## src/rtl/grey_decade_counter.sv

```systemverilog
`default_nettype none
// ============================================================================
//  Module      : grey_decade_counter
//  Description : Twelve-digit synchronous decimal counter with 5-bit Johnson
//                coded digits, a parallel reset-load and a one-digit display
//                byte (seven-segment or raw code plus terminal-count flag).
//  Revision    : 1.0 - initial release
// ============================================================================
module grey_decade_counter (
    input  logic        i_clk,
    input  logic        i_rst,
    input  logic [7:0]  i_sel,
    input  logic [59:0] init,
    output logic [4:0]  ones,
    output logic [4:0]  tens,
    output logic [4:0]  hund,
    output logic [4:0]  thou,
    output logic [4:0]  tenT,
    output logic [4:0]  hunT,
    output logic [4:0]  mil,
    output logic [4:0]  tenM,
    output logic [4:0]  hunM,
    output logic [4:0]  bil,
    output logic [4:0]  tenB,
    output logic [4:0]  hunB,
    output logic [7:0]  o_cnt
);

    localparam int         c_DIGITS = 12;
    localparam logic [4:0] c_NINE   = 5'b10000;

    // True for the ten codes of the Johnson loop; anything else is sanitised.
    function automatic logic is_valid(input logic [4:0] code);
        case (code)
            5'b00000, 5'b00001, 5'b00011, 5'b00111, 5'b01111,
            5'b11111, 5'b11110, 5'b11100, 5'b11000, 5'b10000: is_valid = 1'b1;
            default:                                          is_valid = 1'b0;
        endcase
    endfunction

    // Johnson code to active-high gfedcba segments.
    function automatic logic [6:0] seg_of(input logic [4:0] code);
        case (code)
            5'b00000: seg_of = 7'h3F;
            5'b00001: seg_of = 7'h06;
            5'b00011: seg_of = 7'h5B;
            5'b00111: seg_of = 7'h4F;
            5'b01111: seg_of = 7'h66;
            5'b11111: seg_of = 7'h6D;
            5'b11110: seg_of = 7'h7D;
            5'b11100: seg_of = 7'h07;
            5'b11000: seg_of = 7'h7F;
            5'b10000: seg_of = 7'h6F;
            default:  seg_of = 7'h00;
        endcase
    endfunction

    logic [c_DIGITS-1:0][4:0] digit_q;
    logic [c_DIGITS-1:0][4:0] digit_d;
    logic [c_DIGITS-1:0][4:0] load_d;
    logic [c_DIGITS-1:0]      is_nine;
    // carry[k] is high when every digit below k currently holds nine.
    logic [c_DIGITS:0]        carry;

    assign carry[0] = 1'b1;

    generate
        for (genvar k = 0; k < c_DIGITS; k++) begin : g_carry
            assign is_nine[k]   = (digit_q[k] == c_NINE);
            assign carry[k+1]   = carry[k] & is_nine[k];
        end
    endgenerate

    // Sanitised reset-load value and counting next state for every digit.
    always_comb begin
        load_d  = '0;
        digit_d = digit_q;
        for (int k = 0; k < c_DIGITS; k++) begin
            load_d[k] = is_valid(init[5*k +: 5]) ? init[5*k +: 5] : 5'b00000;
            if (carry[k]) begin
                digit_d[k] = {digit_q[k][3:0], ~digit_q[k][4]};
            end
        end
    end

    // Digit registers: reset-load takes priority over counting.
    always_ff @(posedge i_clk) begin
        if (!i_rst) begin
            digit_q <= load_d;
        end else begin
            digit_q <= digit_d;
        end
    end

    assign ones = digit_q[0];
    assign tens = digit_q[1];
    assign hund = digit_q[2];
    assign thou = digit_q[3];
    assign tenT = digit_q[4];
    assign hunT = digit_q[5];
    assign mil  = digit_q[6];
    assign tenM = digit_q[7];
    assign hunM = digit_q[8];
    assign bil  = digit_q[9];
    assign tenB = digit_q[10];
    assign hunB = digit_q[11];

    logic [4:0] sel_code;
    logic       sel_hit;
    logic [6:0] disp_low;
    logic       sel_unused;

    // Upper select bits carry no meaning for this block.
    assign sel_unused = ^i_sel[7:5];

    // Display mux: indices 12..15 select nothing and blank the low bits.
    always_comb begin
        sel_code = 5'b00000;
        sel_hit  = 1'b0;
        for (int k = 0; k < c_DIGITS; k++) begin
            if (i_sel[3:0] == k[3:0]) begin
                sel_code = digit_q[k];
                sel_hit  = 1'b1;
            end
        end
        if (!sel_hit) begin
            disp_low = 7'h00;
        end else if (i_sel[4]) begin
            disp_low = {2'b00, sel_code};
        end else begin
            disp_low = seg_of(sel_code);
        end
    end

    assign o_cnt = {carry[c_DIGITS], disp_low};

endmodule
`default_nettype wire

```

## config.mk

```make
export PLATFORM = sky130hd
export DESIGN_NAME = grey_decade_counter
export DESIGN_NICKNAME = d
export VERILOG_FILES = /design/src/rtl/grey_decade_counter.sv
export SDC_FILE = /design/constraint.sdc
export NUM_CORES = 1
export LEC_CHECK = 0
export BUFFER_PORTS_ARGS = -buffer_cell sky130_fd_sc_hd__buf_2
export CAP_MARGIN = 5
export CORE_MARGIN = 1
export CORE_UTILIZATION = 47
export CTS_BUF_LIST = sky130_fd_sc_hd__clkbuf_8 sky130_fd_sc_hd__clkbuf_16
export DETAILED_ROUTE_END_ITERATION = 12
export PLACE_DENSITY = 0.7
export SETUP_SLACK_MARGIN = 0.5
export SLEW_MARGIN = 20
export SYNTH_ARGS = -nofsm -noshare
export SYNTH_HDL_FRONTEND = slang
export SYNTH_SLANG_ARGS = --single-unit
```

## constraint.sdc

```tcl
create_clock -name i_clk -period 2.9 [get_ports i_clk]
set_input_delay 0.435 -clock i_clk [delete_from_list [all_inputs] [get_ports i_clk]]
set_output_delay 0.435 -clock i_clk [all_outputs]
set_load 0.005 [all_outputs]
```

==> flow_summary.ini <==
[finish]
seq_area_um2 = 1750
multi_input_area_um2 = 2510
syn_to_final_growth_pct = 33.2
n_fill_cell = 721
nets = 707
postLayoutCoreUtil = 0.658
drive_above_1_share = 0.405
n_antenna_cell = 0

[power]
p_leak_nw = 2.58
swShare = 0.309
p_int_mw = 1.69
power_frac_clock = 0.244
p_sw_uw = 756
ir_drop_uv = 201
power_density_nw_per_um2 = 417
combPwrFrac = 0.295
pwr-share-seq = 0.461

[routing]
route.detailed.drc = 0
routed_wl_mm = 12.4
vias_per_cell = 5.91
vias = 4404
antenna_left = 0
drt-wirelength-per-cell_um = 16.7
first_pass_iters = 7
dr.first_iter.drc_count = 238

[global_routing]
grtUsageTotal = 0.261
antenna_found_initial = 0
grt_pass1_vias = 4277
grt_pass1_wl_mm = 20.2
grt.overflow.total = 0
grt_max_degree = 49

[setup_path]
cp_num_buf_inv = 1
crit_slowest_cell = edfxtp_1
path_cells = nor2_2 -> o22ai_2 -> a41oi_2 -> a311o_1 -> nand4_1 -> ha_1 -> mux2i_1 -> a31oi_1 -> a222oi_1 -> buf_2
endpoint_kind = output port
cp_slowest_stage_delay_ns = 0.41
cp_top_family = compound AO/OA/AOI/OAI gates
required_ns = 2.47
worstPathMaxFanout = 4
crit_type = reg -> out
cp-start-kind = register
cp.arrival_ns = 2.59
crit_cells = 10
r2r_cells = 10

[floorplan]
ios = 138
die-width_um = 98.7
initial_core_util = 0.494
core.rowCount = 34
fp.coreArea_um2 = 8890
dieArea_um2 = 9730
die_h_um = 98.7

[yosys]
netlist.area_leader.share = 0.376
ys_seq_area_frac = 0.399
yosys_warnings = 0
syn-cell-area_um2 = 4390
synth_edf_count = 55
ys_ff_latch = 60
synthTopCellsByArea = edfxtp_1 38%, a22o_1 7.4%, mux2i_1 5.9%
syn-instance-count = 449
synth_fp_nets = 523
synth.most_common_cell = edfxtp_1
synth_common_cells = 55 x edfxtp_1, 54 x nand2_1, 37 x a22o_1, 36 x o21ai_0, 33 x inv_1
yosys.area.top_type = edfxtp_1
yosysUniqueCellTypes = 70
async_reset_ff_frac = 0
synth_ff_type = edfxtp_1
synth.avg_cell_area_um2 = 9.78

[status]
status = finished, violations left
violations = setup timing

[sta]
grt_setup_unrepaired = yes
drv_slew = 0
fin_ws_ns = -0.127
skew_ns = 0.00813
fmax_ghz = 0.330
period_needed_ns = 3.03
worstMarginPinSlew_ns = 0.722
slew_headroom = 0.515
hold_violations = 0
finalSetupViolCount = 5
timing.final.crit_share = 1.04

[clock_tree]
root_buffer = clkbuf_8
cts_tree = yes
clk_latency_ns = 0.35
clockBufferDepth = 2
htreeDepth = 3
clkTransAtPathRegs_ns = 0.06
cts_buffers = 9
clkSinkCount = 60

[place]
gp_congestion = 0.904
hpwlAfterDp_mm = 9.44
place_ws_ns = -0.200
numPortBuffers = 134

[job]
max-cap-violations = 0

[worst_hold_path]
min_path_type = in -> reg
hold_depth = 3
==> routing by layer <==
layer / global-route usage / vias up / part of all wire
li1: - / 2124 / -
met3: 0.0504 / 28 / 0.057
met1: 0.331 / 2082 / 0.44
met2: 0.427 / 170 / 0.48
met5: 0 / - / 0
met4: 0.130 / 0 / 0.026
==> power by group through the flow <==
| stage | combinational, mW | clock [mW] | sequential (mW) |
|---|---|---|---|
| final | 0.720 | 0.596 | 1.13 |
| after global routing | 0.790 | 0.644 | 1.13 |
| after CTS | 0.705 | 0.599 | 1.12 |
| after detailed placement | 0.654 | 0 | 1.14 |
| after global placement | 0.634 | 0 | 1.14 |
| after floorplan | 0.385 | 0 | 1.12 |
==> per-stage QoR <==
step | TNS [ns] | area (µm²) | total power [mW] | std cells | hold WS, ns
final | -0.297 | 5850 | 2.44 | 745 | 0.314
after global routing | -1.78 | 5850 | 2.57 | 745 | 0.333
after CTS | -0.237 | 5750 | 2.42 | 740 | 0.305
after detailed placement | -0.879 | 5380 | 1.79 | 708 | 0.484
after global placement | -0.637 | 5380 | 1.77 | 708 | 0.486
after floorplan | 0 | 4440 | 1.50 | 449 | 0.462
==> logic make-up after synthesis <==
| kind of cell | synth area share |
|---|---|
| compound gates | 0.278 |
| fa+ha+maj | 0.0114 |
| simple gates | 0.138 |
| mux | 0.105 |
| flops | 0.399 |
| buf+inv | 0.0675 |
==> layout make-up <==
class,instances,area share
Multi-Input combinational cell,329,0.429
Sequential cell,60,0.299
Timing Repair Buffer,197,0.200
Inverter,36,0.0231
Tap cell,108,0.0231
Clock buffer,9,0.0212
Clock inverter,6,0.00428
==> cell usage in the layout, fill, tap and decap left out, types with 6 or more instances in the layout <==
master and count:
buf_2 132, buf_4 59, edfxtp_1 55, nand2_1 51, a22o_1 37, inv_1 34, o21ai_0 34, mux2i_1 26
a211oi_1 15, o31ai_1 13, mux2_2 12, a22oi_1 11, nor2_1 10, a21oi_1 9, o22ai_1 9, clkbuf_8 9
nor4_1 6, o21ai_1 6, buf_6 6
==> worst reg2reg max path, delay by kind of cell, from the launching register on <==
kind,cells,cell delay [ns]
buf+inv,5,0.77
compound gates,1,0.13
simple gates,4,0.77
flops,1,0.41
==> path summary, 6_finish.rpt <==
check	startpoint	slack, ns	to
worst min register to register	ones[4]	0.50	ones[0]
worst min-delay path	init[0]	0.31	ones[0]
worst max register to register	tens[3]	0.55	bil[4]
worst max-delay path	hund[0]	-0.13	o_cnt[0]
==> timing repair <==
item,CTS,global route
hold buffers,0,0
buffers inserted,17,5
resized for setup,19,12
gates cloned,0,0
pin swaps,20,8
endpoints found under the setup margin,23,23
No activity file was read; power rests on OpenSTA's default activity.
